$ cat src/rtl/fetch_unit_if.sv
// Instruction-memory request/response bundle between the fetch stage and
// a variable-latency instruction memory.
interface fetch_unit_if;
  logic        imem_req;
  logic [31:0] imem_addr;
  logic        imem_ready;
  logic [31:0] imem_rdata;

  // Fetch side issues requests and consumes returned words.
  modport master (
    output imem_req,
    output imem_addr,
    input  imem_ready,
    input  imem_rdata
  );

  // Memory side answers requests.
  modport slave (
    input  imem_req,
    input  imem_addr,
    output imem_ready,
    output imem_rdata
  );
endinterface

$ cat src/rtl/fetch_unit.sv
// Instruction-fetch stage: fetch PC, IF/ID pipeline register and a one-word
// skid buffer that holds a returned instruction while decode is stalled.
module fetch_unit #(
  parameter logic [31:0] PC_RESET = 32'h0000_3000
) (
  input  logic                clk,
  input  logic                reset,
  input  logic [31:0]         npc,
  input  logic                stall,
  fetch_unit_if.master        imem,
  output logic [31:0]         PC_F,
  output logic [31:0]         IR_D,
  output logic [31:0]         PC_D,
  output logic                valid_D,
  output logic                fetch_wait
);

  typedef enum logic {
    S_FETCH = 1'b0,
    S_HOLD  = 1'b1
  } state_t;

  state_t      state_q, state_d;
  logic [31:0] pc_q,    pc_d;
  logic [31:0] ir_q,    ir_d;
  logic [31:0] pcd_q,   pcd_d;
  logic        vld_q,   vld_d;
  logic [31:0] buf_q,   buf_d;

  // Register update; reset abandons any outstanding request and restarts at PC_RESET.
  always_ff @(posedge clk or posedge reset) begin
    if (reset) begin
      state_q <= S_FETCH;
      pc_q    <= PC_RESET;
      ir_q    <= 32'h0000_0000;
      pcd_q   <= 32'h0000_0000;
      vld_q   <= 1'b0;
      buf_q   <= 32'h0000_0000;
    end else begin
      state_q <= state_d;
      pc_q    <= pc_d;
      ir_q    <= ir_d;
      pcd_q   <= pcd_d;
      vld_q   <= vld_d;
      buf_q   <= buf_d;
    end
  end

  // Next-state: accept into decode when free, park in ir_buf when stalled.
  // A missing memory response holds everything, D included, so a branch in
  // decode keeps npc stable until its delay slot arrives.
  always_comb begin
    state_d = state_q;
    pc_d    = pc_q;
    ir_d    = ir_q;
    pcd_d   = pcd_q;
    vld_d   = vld_q;
    buf_d   = buf_q;
    unique case (state_q)
      S_FETCH: begin
        if (imem.imem_ready) begin
          if (stall) begin
            buf_d   = imem.imem_rdata;
            state_d = S_HOLD;
          end else begin
            ir_d  = imem.imem_rdata;
            pcd_d = pc_q;
            vld_d = 1'b1;
            pc_d  = npc;
          end
        end
      end
      S_HOLD: begin
        if (!stall) begin
          ir_d    = buf_q;
          pcd_d   = pc_q;
          vld_d   = 1'b1;
          pc_d    = npc;
          state_d = S_FETCH;
        end
      end
      default: state_d = S_FETCH;
    endcase
  end

  // Request is outstanding exactly while in FETCH; address tracks the fetch PC.
  always_comb begin
    imem.imem_req  = (state_q == S_FETCH);
    imem.imem_addr = pc_q;
    fetch_wait     = (state_q == S_FETCH) && !imem.imem_ready;
  end

  assign PC_F    = pc_q;
  assign IR_D    = ir_q;
  assign PC_D    = pcd_q;
  assign valid_D = vld_q;

endmodule

$ cat src/flat_wrapper.sv
// flat-port wrapper written by rule: the top's interface ports become plain ports
module fetch_unit_flat 
#(
  parameter logic [31:0] PC_RESET = 32'h0000_3000
)
  (clk, reset, npc, stall, PC_F, IR_D, PC_D, valid_D, fetch_wait, imem_imem_req, imem_imem_addr, imem_imem_ready, imem_imem_rdata);
  fetch_unit_if imem_i ();
  input  logic clk;
  input  logic reset;
  input  logic [31:0] npc;
  input  logic stall;
  output logic [31:0] PC_F;
  output logic [31:0] IR_D;
  output logic [31:0] PC_D;
  output logic valid_D;
  output logic fetch_wait;
  output wire logic [$bits(imem_i.imem_req)-1:0] imem_imem_req;
  output wire logic [$bits(imem_i.imem_addr)-1:0] imem_imem_addr;
  input wire logic [$bits(imem_i.imem_ready)-1:0] imem_imem_ready;
  input wire logic [$bits(imem_i.imem_rdata)-1:0] imem_imem_rdata;
  assign imem_imem_req = imem_i.imem_req;
  assign imem_imem_addr = imem_i.imem_addr;
  assign imem_i.imem_ready = imem_imem_ready;
  assign imem_i.imem_rdata = imem_imem_rdata;
  fetch_unit #(.PC_RESET(PC_RESET)) u_core (.clk(clk), .reset(reset), .npc(npc), .stall(stall), .imem(imem_i), .PC_F(PC_F), .IR_D(IR_D), .PC_D(PC_D), .valid_D(valid_D), .fetch_wait(fetch_wait));
endmodule
$ cat config.mk
export PLATFORM = sky130hd
export DESIGN_NAME = fetch_unit_flat
export DESIGN_NICKNAME = d
export VERILOG_FILES = /design/src/rtl/fetch_unit_if.sv /design/src/rtl/fetch_unit.sv /design/src/flat_wrapper.sv
export SDC_FILE = /design/constraint.sdc
export NUM_CORES = 1
export LEC_CHECK = 0
export ABC_AREA = 1
export BUFFER_PORTS_ARGS = -buffer_cell sky130_fd_sc_hd__buf_2
export CAP_MARGIN = 20
export CORE_MARGIN = 2
export CORE_UTILIZATION = 54
export DETAILED_ROUTE_END_ITERATION = 7
export PLACE_DENSITY = 0.85
export SYNTH_ARGS = -nofsm -noshare
export SYNTH_HDL_FRONTEND = slang
export SYNTH_SLANG_ARGS = --single-unit
export TNS_END_PERCENT = 5
$ cat constraint.sdc
create_clock -name clk -period 7.5 [get_ports clk]
set_input_delay 0.75 -clock clk [delete_from_list [all_inputs] [get_ports clk]]
set_output_delay 0.75 -clock clk [all_outputs]
set_load 0.005 [all_outputs]
* Word level (Yosys, flattened, before mapping)
Cells that the tools add are included.
Word-level totals: output and inout port bits 131, logic and storage cells 30, ROM bits 0, bits in writable memories 0, bits in latches 0, register bits after elaboration 130, memories 0
Operators by class: add/subtract/negate cells 0, shift-type cells 0, $lt $le $gt $ge 0, eq/ne operators 3, div/mod/pow operators 0, muxes and demuxes 16, bitwise gates (word level) 1, reductions and logical operators 4, multiply operators 0
Operators by type and width (count):
- 32-bit 2-to-1 mux | 7
- 32-bit case mux with 2 select lines | 3
- 3-bit AND reduction | 2
- 1-bit 2-to-1 mux | 4
- 2-bit inequality test, second input constant | 2
- 1-bit case mux with 2 select lines | 2
- 2-bit by 1-bit inequality test with 1-bit output, second input constant | 1
- 1-bit logical AND | 1
- 1-bit zero test | 1
- 1-bit NOT | 1

* Longest topological paths before layout
depth after elaboration 3, gate-level depth with buffers 8, gate-level depth less buffers 5

* Worst setup path before layout
OpenSTA, ideal clock, no wires.
kind input -> output, start point in imem_imem_ready, end point out fetch_wait, stages 2, arrival 1.102 ns, slack 5.648 ns, cell sequence buf_2 > nor2_1
Between the ends: cells in the longest elaborated chain, start to end 2
RTL lines:
- start: declaration | RTL line flat_wrapper.sv:19 | input wire logic [$bits(imem_i.imem_ready)-1:0] imem_imem_ready;
- 1-bit zero test | RTL line fetch_unit.sv:90 | fetch_wait = (state_q == S_FETCH) && !imem.imem_ready;
- 1-bit logical AND | RTL line fetch_unit.sv:90
- end: declaration | RTL line flat_wrapper.sv:16 | output logic fetch_wait;
No other way between the ends.

* Worst setup path after layout
start point reg u_core.state_q, end point out imem_imem_req
Between the ends: cells in the longest elaborated chain, start to end 1
RTL lines:
- start: declaration | RTL line fetch_unit.sv:23 | state_t state_q, state_d;
- start signal: assignment | RTL line fetch_unit.sv:40 | state_q <= state_d;
- 1-bit NOT (no source line)
- end: declaration | RTL line flat_wrapper.sv:17 | output wire logic [$bits(imem_i.imem_req)-1:0] imem_imem_req;
No other way between the ends.

==> out/metrics.csv <==
metric,value,unit
postCtsSetupRepairBufs,0,
netlist_top_cells_area,"dfrtp_1 55%, nand2_1 25%, buf_4 6.2%",
die_area,11600,um^2
power.leakage,0.00422,uW
cp_max_fo,67,
outcome,finished clean,
nets,915,
synth_compound_area_share,0.281,%
hold_buffers,0,
crit_path_end_kind,output port,
cts_root_buf,clkbuf_8,
dieWidth,108,um
p_per_area,294,nW/um^2
synth-adder-area-share,0,%
relSlewSlack,36.6,%
synth_top_area_share,55.3,%
cts_inserted_buffers,17,
max_stage_delay,0.50,ns
initial_core_util,55.8,%
ys_seq_elements,130,
crit_chain,"buf_4, inv_2, buf_4, buf_2",
synth_top_family_by_area,simple AND/OR/NAND/NOR gates,
htree_levels,4,
rows,37,
synth_top_area_cell,dfrtp_1,
vias,5115,
viasPerCell,5.14,
grt_max_degree,77,
fmax,372,MHz
clk_pin_slew_worst_paths,0.06,ns
synth.distinct_cells,14,
yosys_warnings,0,
routedWlPerCell,13.9,um
fin_setup_tns,0,ns
synth-xor-area-share,0,%
antenna_found_initial,0,
seq_area_frac_synth,56.2,%
placed_cells,963,
diodes,0,
coreArea,10400,um^2
insertion_delay,0.51,ns
drt_iter0_markers,469,
syn2layout_area_growth,23.9,%
synth_mux_area_share,0,%
synth-simple-area-share,34.4,%
drive_above_1_share,28.4,%
maxCapViolCount,0,
drc,0,
fin_skew,0.00985,ns
syn-num-nets,770,
grt_pass1_vias,4535,
hold_violations,0,
wirelength,13.8,mm
cts_resized,0,
gp_congestion,0.804,
cts_tree,built,
grt_first_pass_wirelength,22.3,mm
timing.critical_path.mode_cell,buf_4,
drv_slew,0,
track_usage,24.6,%
hold_path.class,input pin to async pin,
dp_hpwl,8.80,mm
grt.overflow.total,0,
worst_pin_slew,0.951,ns
ant_nets,0,
finalCritPeriodShare,35.8,%
crit_slowest_cell,buf_4,
clkSinkCount,130,
rsz0062_at_grt,no,
avgSynthCellArea,8.25,um^2
peakVddDrop,0.153,mV
fin_cells,996,
setup_viol,0,
min_period,2.69,ns
ios,199,
crit_type,register to output port,
portBuffers,198,
dr.pass1.iters,5,
startpoint_type,register,
synth_cells,702,
synth_area,5790,um^2
clock_path_buffers,2,
hold_slack,0.334,ns
die_y,108,um
arrival,1.94,ns
required,6.75,ns
## metal layers
| layer | wire length, um | track usage (%) | share of wire, % |
|---|---|---|---|
| met1 | 5710 | 32.6 | 41 |
| met5 | 0 | 0 | 0 |
| met4 | 170 | 8.61 | 1.2 |
| met3 | 1190 | 6.84 | 8.6 |
| met2 | 6770 | 39.1 | 49 |
## final cells by class
cell class	count	area [um^2]
clock buffer	23	477
multi-input combinational	487	2010
inverter	5	21.3
tap	136	170
timing repair buffer	206	1060
sequential	130	3260
clock inverter	9	175
fill	864	3200
## synthesized netlist by cell type
cell type  count
nor2_2         1
nor2_1         2
nand4_1       32
nand2_1      385
buf_1          1
clkbuf_1      10
nand3_1       65
buf_2         21
buf_4         48
dfrtp_1      128
dfstp_2        2
inv_1          5
o21ai_4        1
nand2_2        1
## layout by cell type, fill, tap and decap left out
master and instances:
clkbuf_1 2, nor2_2 1, buf_12 1, bufinv_16 5, buf_2 198, dfrtp_1 128
nand2_2 1, clkinvlp_4 2, inv_1 2, nand3_1 65, inv_4 1, clkinv_2 2
clkbuf_16 16, inv_2 2, nand2_1 385, clkbuf_8 5, o21ai_4 1, nand4_1 32
nor2_1 2, buf_4 7, dfstp_2 2
## per-stage QoR
stage | util, % | instance area [um^2] | setup slack, ns | power (uW)
2_1_floorplan | - | 5790 | 3.28 | 1090
3_3_place_gp | 62.7 | 6500 | 4.80 | 1210
3_5_place_dp | 62.7 | 6500 | 4.76 | 1220
4_1_cts | 68.9 | 7150 | 4.79 | 2130
5_1_grt | 69.1 | 7170 | 4.68 | 2220
6_report | 69.1 | 7170 | 4.81 | 2110
## worst paths after layout
kind	from	end	slack, ns	depth (start not counted)
setup / recovery	u_core.state_q	imem_imem_req	4.81	4
hold / removal	reset	u_core.PC_F[2]	0.33	2
setup reg to reg	u_core.state_q	u_core.PC_D[25]	5.27	5
hold reg to reg	u_core.PC_D[20]	u_core.PC_D[20]	0.46	2
max in group asynchronous	reset	u_core.buf_q[8]	5.74	3
min in group clk	npc[27]	u_core.PC_F[27]	0.46	3
## state kept, by name, indices dropped and copies added (netlist names)
name            flops
u_core.PC_F        32
u_core.PC_D        32
u_core.buf_q       32
u_core.valid_D      1
u_core.state_q      1
u_core.IR_D        32
## critical path, delay by kind of cell, from the launching register on
family	cells	cell delay, ns
flops	1	0.35
buf+inv	4	1.06
## logic make-up after synthesis
kind of cell | after synthesis
AND/OR/NAND/NOR | 486
buffers and inverters | 85
flip-flops | 130
AO/OA/AOI/OAI | 1
## power by group
group | total, uW | leakage [uW] | switching (uW) | internal [uW]
Sequential | 882 | 0.00162 | 71.0 | 811
Combinational | 330 | 0.00229 | 188 | 142
Clock | 896 | 0.000314 | 288 | 608
Total | 2110 | 0.00422 | 547 | 1560
Note: power is estimated with default switching activity, not from simulation.
